## src/rtl/uart_rx_pkg.sv

```systemverilog
// Shared definitions for the UART receive controller.
//   rx_state_e       : frame FSM states
//   PAR_EVEN/PAR_ODD : encodings of the PAR_TYP input
//   PRESCALE_8/16/32 : legal clocks-per-bit settings
package uart_rx_pkg;

    typedef enum logic [2:0] {
        StIdle,
        StStart,
        StData,
        StParity,
        StStop
    } rx_state_e;

    localparam logic PAR_EVEN = 1'b0;
    localparam logic PAR_ODD  = 1'b1;

    localparam int unsigned PRESCALE_8  = 8;
    localparam int unsigned PRESCALE_16 = 16;
    localparam int unsigned PRESCALE_32 = 32;

endpackage

```

## src/rtl/uart_rx_sampler.sv

```systemverilog
// Three-sample majority voter for one serial bit.
//   clk, rst          : clock, asynchronous active-high reset
//   rx_i              : synchronised serial line
//   edge_count_i      : position within the current bit period
//   half_prescale_i   : half of the latched clocks-per-bit value (h)
//   sampled_bit_o     : majority of the samples taken at h-1, h, h+1
//   decision_o        : high in the cycle at edge h+2, when sampled_bit_o is final
module uart_rx_sampler
    import uart_rx_pkg::*;
#(
    parameter int unsigned PRESCALE_W = 6
) (
    input  logic                  clk,
    input  logic                  rst,
    input  logic                  rx_i,
    input  logic [PRESCALE_W-1:0] edge_count_i,
    input  logic [PRESCALE_W-1:0] half_prescale_i,
    output logic                  sampled_bit_o,
    output logic                  decision_o
);

    logic [2:0]            samp_q, samp_d;
    logic [PRESCALE_W-1:0] half_m1, half_p1, half_p2;

    assign half_m1 = half_prescale_i - PRESCALE_W'(1);
    assign half_p1 = half_prescale_i + PRESCALE_W'(1);
    assign half_p2 = half_prescale_i + PRESCALE_W'(2);

    always_comb begin
        samp_d = samp_q;
        if (edge_count_i == half_m1)         samp_d[0] = rx_i;
        if (edge_count_i == half_prescale_i) samp_d[1] = rx_i;
        if (edge_count_i == half_p1)         samp_d[2] = rx_i;
    end

    always_ff @(posedge clk or posedge rst) begin
        if (rst) begin
            samp_q <= '0;
        end else begin
            samp_q <= samp_d;
        end
    end

    assign sampled_bit_o = (samp_q[0] & samp_q[1]) | (samp_q[0] & samp_q[2]) |
                           (samp_q[1] & samp_q[2]);
    assign decision_o    = (edge_count_i == half_p2);

endmodule

```

## src/rtl/uart_rx_ctrl.sv

```systemverilog
// UART receive frame controller: start detection, LSB-first deserialisation,
// parity and stop checking, registered result pulses.
//   clk, rst               : clock, asynchronous active-high reset
//   RX_IN                  : synchronised serial line, idle high
//   PAR_EN, PAR_TYP        : parity enable / type (0 even, 1 odd)
//   Prescale               : clocks per bit (8, 16 or 32)
//   Bit_count, Edge_count  : position from the external edge/bit counter
//   cnt_en                 : enable for that counter (high outside IDLE)
//   P_DATA                 : last good received byte
//   data_valid             : one-cycle pulse when P_DATA updates
//   par_err, stp_err       : one-cycle error pulses
module uart_rx_ctrl
    import uart_rx_pkg::*;
#(
    parameter int unsigned DATA_WIDTH = 8,
    parameter int unsigned PRESCALE_W = 6
) (
    input  logic                  clk,
    input  logic                  rst,
    input  logic                  RX_IN,
    input  logic                  PAR_EN,
    input  logic                  PAR_TYP,
    input  logic [PRESCALE_W-1:0] Prescale,
    input  logic [3:0]            Bit_count,
    input  logic [PRESCALE_W-1:0] Edge_count,
    output logic                  cnt_en,
    output logic [DATA_WIDTH-1:0] P_DATA,
    output logic                  data_valid,
    output logic                  par_err,
    output logic                  stp_err
);

    localparam logic [3:0] LastDataBit = 4'(DATA_WIDTH);

    rx_state_e             state_q, state_d;
    logic                  armed_q, armed_d;
    logic                  par_fail_q, par_fail_d;
    logic                  par_en_q, par_en_d;
    logic                  par_typ_q, par_typ_d;
    logic [PRESCALE_W-1:0] prescale_q, prescale_d;
    logic [DATA_WIDTH-1:0] shift_q, shift_d;
    logic [DATA_WIDTH-1:0] p_data_q, p_data_d;
    logic                  data_valid_q, data_valid_d;
    logic                  par_err_q, par_err_d;
    logic                  stp_err_q, stp_err_d;

    logic [PRESCALE_W-1:0] half_prescale;
    logic                  sampled_bit;
    logic                  decision;

    assign half_prescale = prescale_q >> 1;

    uart_rx_sampler #(
        .PRESCALE_W (PRESCALE_W)
    ) u_sampler (
        .clk             (clk),
        .rst             (rst),
        .rx_i            (RX_IN),
        .edge_count_i    (Edge_count),
        .half_prescale_i (half_prescale),
        .sampled_bit_o   (sampled_bit),
        .decision_o      (decision)
    );

    always_comb begin
        state_d      = state_q;
        armed_d      = armed_q;
        par_fail_d   = par_fail_q;
        par_en_d     = par_en_q;
        par_typ_d    = par_typ_q;
        prescale_d   = prescale_q;
        shift_d      = shift_q;
        p_data_d     = p_data_q;
        data_valid_d = 1'b0;
        par_err_d    = 1'b0;
        stp_err_d    = 1'b0;

        unique case (state_q)
            StIdle: begin
                // A line stuck low after a stop error must go high before re-arming.
                if (RX_IN) begin
                    armed_d = 1'b1;
                end else if (armed_q) begin
                    state_d    = StStart;
                    par_en_d   = PAR_EN;
                    par_typ_d  = PAR_TYP;
                    prescale_d = Prescale;
                    par_fail_d = 1'b0;
                end
            end
            StStart: begin
                if (decision) begin
                    state_d = sampled_bit ? StIdle : StData;
                end
            end
            StData: begin
                if (decision) begin
                    // Right shift: the first data bit ends up in the LSB.
                    shift_d = {sampled_bit, shift_q[DATA_WIDTH-1:1]};
                    if (Bit_count == LastDataBit) begin
                        state_d = par_en_q ? StParity : StStop;
                    end
                end
            end
            StParity: begin
                if (decision) begin
                    if (sampled_bit != ((^shift_q) ^ (par_typ_q == PAR_ODD))) begin
                        par_err_d  = 1'b1;
                        par_fail_d = 1'b1;
                    end
                    state_d = StStop;
                end
            end
            StStop: begin
                // Leaving at mid-stop lets a back-to-back start bit be caught.
                if (decision) begin
                    state_d = StIdle;
                    if (sampled_bit) begin
                        if (!par_fail_q) begin
                            p_data_d     = shift_q;
                            data_valid_d = 1'b1;
                        end
                    end else begin
                        stp_err_d = 1'b1;
                        armed_d   = 1'b0;
                    end
                end
            end
            default: state_d = StIdle;
        endcase
    end

    always_ff @(posedge clk or posedge rst) begin
        if (rst) begin
            state_q      <= StIdle;
            armed_q      <= 1'b1;
            par_fail_q   <= 1'b0;
            par_en_q     <= 1'b0;
            par_typ_q    <= 1'b0;
            prescale_q   <= PRESCALE_W'(PRESCALE_8);
            shift_q      <= '0;
            p_data_q     <= '0;
            data_valid_q <= 1'b0;
            par_err_q    <= 1'b0;
            stp_err_q    <= 1'b0;
        end else begin
            state_q      <= state_d;
            armed_q      <= armed_d;
            par_fail_q   <= par_fail_d;
            par_en_q     <= par_en_d;
            par_typ_q    <= par_typ_d;
            prescale_q   <= prescale_d;
            shift_q      <= shift_d;
            p_data_q     <= p_data_d;
            data_valid_q <= data_valid_d;
            par_err_q    <= par_err_d;
            stp_err_q    <= stp_err_d;
        end
    end

    assign cnt_en     = (state_q != StIdle);
    assign P_DATA     = p_data_q;
    assign data_valid = data_valid_q;
    assign par_err    = par_err_q;
    assign stp_err    = stp_err_q;

endmodule

```

## config.mk

```make
export PLATFORM = sky130hd
export DESIGN_NAME = uart_rx_ctrl
export DESIGN_NICKNAME = d
export VERILOG_FILES = /design/src/rtl/uart_rx_pkg.sv /design/src/rtl/uart_rx_sampler.sv /design/src/rtl/uart_rx_ctrl.sv
export SDC_FILE = /design/constraint.sdc
export NUM_CORES = 1
export LEC_CHECK = 0
export BUFFER_PORTS_ARGS = -buffer_cell sky130_fd_sc_hd__buf_2
export CAP_MARGIN = 20
export CELL_PAD_IN_SITES_DETAIL_PLACEMENT = 1
export CELL_PAD_IN_SITES_GLOBAL_PLACEMENT = 1
export CORE_MARGIN = 5
export CORE_UTILIZATION = 47
export DETAILED_ROUTE_END_ITERATION = 8
export PLACE_DENSITY_LB_ADDON = 0.1
export SETUP_SLACK_MARGIN = 0.1
export SLEW_MARGIN = 20
export SYNTH_ARGS = -nofsm -noshare
export SYNTH_HDL_FRONTEND = slang
export SYNTH_SLANG_ARGS = --single-unit
```

## constraint.sdc

```tcl
create_clock -name clk -period 3.93 [get_ports clk]
set_input_delay 0.1965 -clock clk [delete_from_list [all_inputs] [get_ports clk]]
set_output_delay 0.1965 -clock clk [all_outputs]
set_load 0.05 [all_outputs]
```

==> reports/results.ini <==
[run_status]
status = complete, no violations

[critical_path]
cp-endpoint = shift_q[4]
worstReg2RegStart = prescale_q[3]
rrSetupSlack_ns = 1.19
cp-end-kind = register
crit_fanout = 11
arrival_ns = 2.91
required_ns = 4.10
critical_path.startpoint = prescale_q[3]
start_kind = register
crit_type = reg2reg
r2r_end = shift_q[4]
r2r_cells = 7

[sta]
finalHoldViolCount = 0
grt_setup_unrepaired = no
final_max_slew_viol_count = 0
relSlewSlack_pct = 59.5
setup_violations = 0
holdWs_ns = 0.146
worstMarginPinSlew_ns = 0.604
fin_skew_ns = 0.00460
setup_tns_ns = 0
post-route-min-period_ns = 2.74
timing.final.crit_share_pct = 69.8
fmax_ghz = 0.365
finalWorstSetupSlack_ns = 1.19

[layout]
final_nets = 228
regArea_sq_um = 853
syn_to_final_growth_pct = 17.9
multiInputGateArea_sq_um = 1010
fillers = 442
final_layout_size_suffix_gt1_share_pct = 36.8
antenna_cells = 0

[synthesis]
synthTopCellsByArea = dfrtp_1, mux2_2, mux2_4, xnor2_1, dfstp_2
yosysTopAreaCell = dfrtp_1
ys_warn_count = 0
synthDominantCellAreaShare_pct = 41.5
netlist_area_sq_um = 1930
synth_cell_types = 49
synth_ff_type = dfrtp_1
yosys_register_bits = 34
synth_edf_count = 0
async_flop_share_pct = 100
avgSynthCellArea_sq_um = 11.4
ys_seq_area_share_pct = 44.2
synth_nets = 194
syn-instance-count = 169

[routing]
num_vias = 1378
wl_microns = 4320
ant_nets = 0
remaining_drc_errors = 0
initialDrtViolationCount = 57
wl_per_cell_microns = 17.0
firstDrtPassIters = 4
via_per_inst = 5.43

[floorplan]
fp.coreArea_sq_um = 4000
num_io_pins = 33
die_w_microns = 74.1
initial_utilization_pct = 48.3
core.rowCount = 23
die_area_sq_um = 5490
die_h_microns = 74.1

[clock_network]
post-cts-setup-buffer-count = 0
clk_path_buf_depth = 2
htreeDepth = 2
cts_resized = 0
root_buffer = clkbuf_8
cts_num_sinks = 34
clk_latency_ns = 0.28
path_clk_slew_ns = 0.07
cts_buffers = 5
cts_tree = done
cts_hold_buf = 1

[hold_path]
worst_hold_path.num_cells = 2
hold_class = in2reg

[power]
leakagePower_nw = 1.16
ir_drop_mv = 0.315
power.total_w = 0.000823
powerDensity_nw_per_um2 = 361

[grt]
grt_start_max_net_pins = 35
track_usage_pct = 17.8
grt_pass1_wl_microns = 7470
grt_pass1_vias = 1581
grt-ovfl-total = 0
antenna_found_initial = 0

[place]
dp_hpwl_microns = 3230
gp_congestion = 0.837
port_buffers = 31
dp_slack_ns = 1.20

[flow_run]
cap_violations = 0

[cell usage in the layout (no fill, tap or decap), types with 2 or more instances in the layout]
master and instances:
mux2_2 18, nor3_1 5, xor2_1 6, nor4b_1 2
dfrtp_1 32, nand3b_1 2, clkbuf_8 6, buf_4 2
buf_2 31, ha_1 4, inv_1 8, o21ai_0 5
nand2_1 6, dfstp_2 2, or3_1 2, bufinv_16 2
a211oi_1 2, a21oi_1 4, o211ai_1 2, o31ai_1 3
nand2b_1 4, nor2_1 8, xnor2_1 11, mux2_4 8
nor2b_1 4
[flip-flops by register name (all words and copies together) (netlist names)]
| signal | cells |
|---|---|
| u_sampler.samp_q | 3 |
| par_fail_q | 1 |
| P_DATA | 8 |
| par_typ_q | 1 |
| state_q | 3 |
| par_en_q | 1 |
| armed_q | 1 |
| shift_q | 8 |
| prescale_q | 5 |
| stp_err | 1 |
| data_valid | 1 |
| par_err | 1 |
[worst min path at each step]
stage / from / endpoint / slack, ns
final: Prescale[3] / prescale_q[3] / 0.15
after global routing: Prescale[1] / prescale_q[1] / 0.14
after CTS: Prescale[1] / prescale_q[1] / 0.13
after detailed placement: rst / data_valid / 0.32
after global placement: rst / prescale_q[4] / 0.30
after floorplan: rst / P_DATA[0] / 0.34
[per-layer routing]
metal,GRT usage [%],vias to the layer above,routed length (microns)
met1,22.1,682,1940
li1,-,672,-
met2,30.0,19,2170
met3,3.38,5,130
met5,0,-,0
met4,8.25,0,72
[Yosys cell counts (3+ instances only)]
cell type and n:
dfrtp_1 32, inv_1 8, nand2_1 6, clkbuf_1 3
mux2_4 8, o31ai_1 3, xnor2_1 11, a21oi_1 4
nand2b_1 4, ha_1 4, mux2_2 18, nor3_1 5
xor2_1 6, o21ai_0 5, nor2_1 8, nor2b_1 4
[area by class of cell]
class                      count  share of cell area [%]
timing repair buffer          34                    7.91
clock inverter                 2                    2.64
inverter                       8                    1.32
clock buffer                   6                    3.63
tap                           50                    2.75
sequential                    34                    37.5
multi-input combinational    120                    44.3
[per-stage QoR]
step,util [%],instances,instance area [sq um]
floorplan,-,169,1930
detailed placement,53.1,245,2120
global placement,53.1,245,2120
CTS,56.9,254,2280
global route,56.9,254,2280
finish,56.9,254,2280
[critical path, stage by stage, from the launching register on]
cell       delay (ns)
dfstp_2          0.62
ha_1             0.26
nand3b_1         0.11
a221oi_2         0.31
o2111ai_1        0.17
buf_4            0.20
or3_1            0.58
mux2_4           0.38
[where the power goes]
part | total, W | internal, W | leakage, nW | switching, W
registers | 0.000364 | 0.000358 | 0.459 | 0.00000577
logic | 0.0000661 | 0.0000297 | 0.634 | 0.0000365
clock network | 0.000393 | 0.000270 | 0.0714 | 0.000123
total | 0.000823 | 0.000658 | 1.16 | 0.000165
[cell families after synthesis]
logic type	Yosys count	synth area share [%]
simple gates	44	13.7
fa+ha+maj	5	3.11
xor+xnor	17	7.71
mux	27	17.2
flops	34	44.2
buf+inv	15	3.63
compound gates	27	10.4
Power figures use the tool's default switching activity.
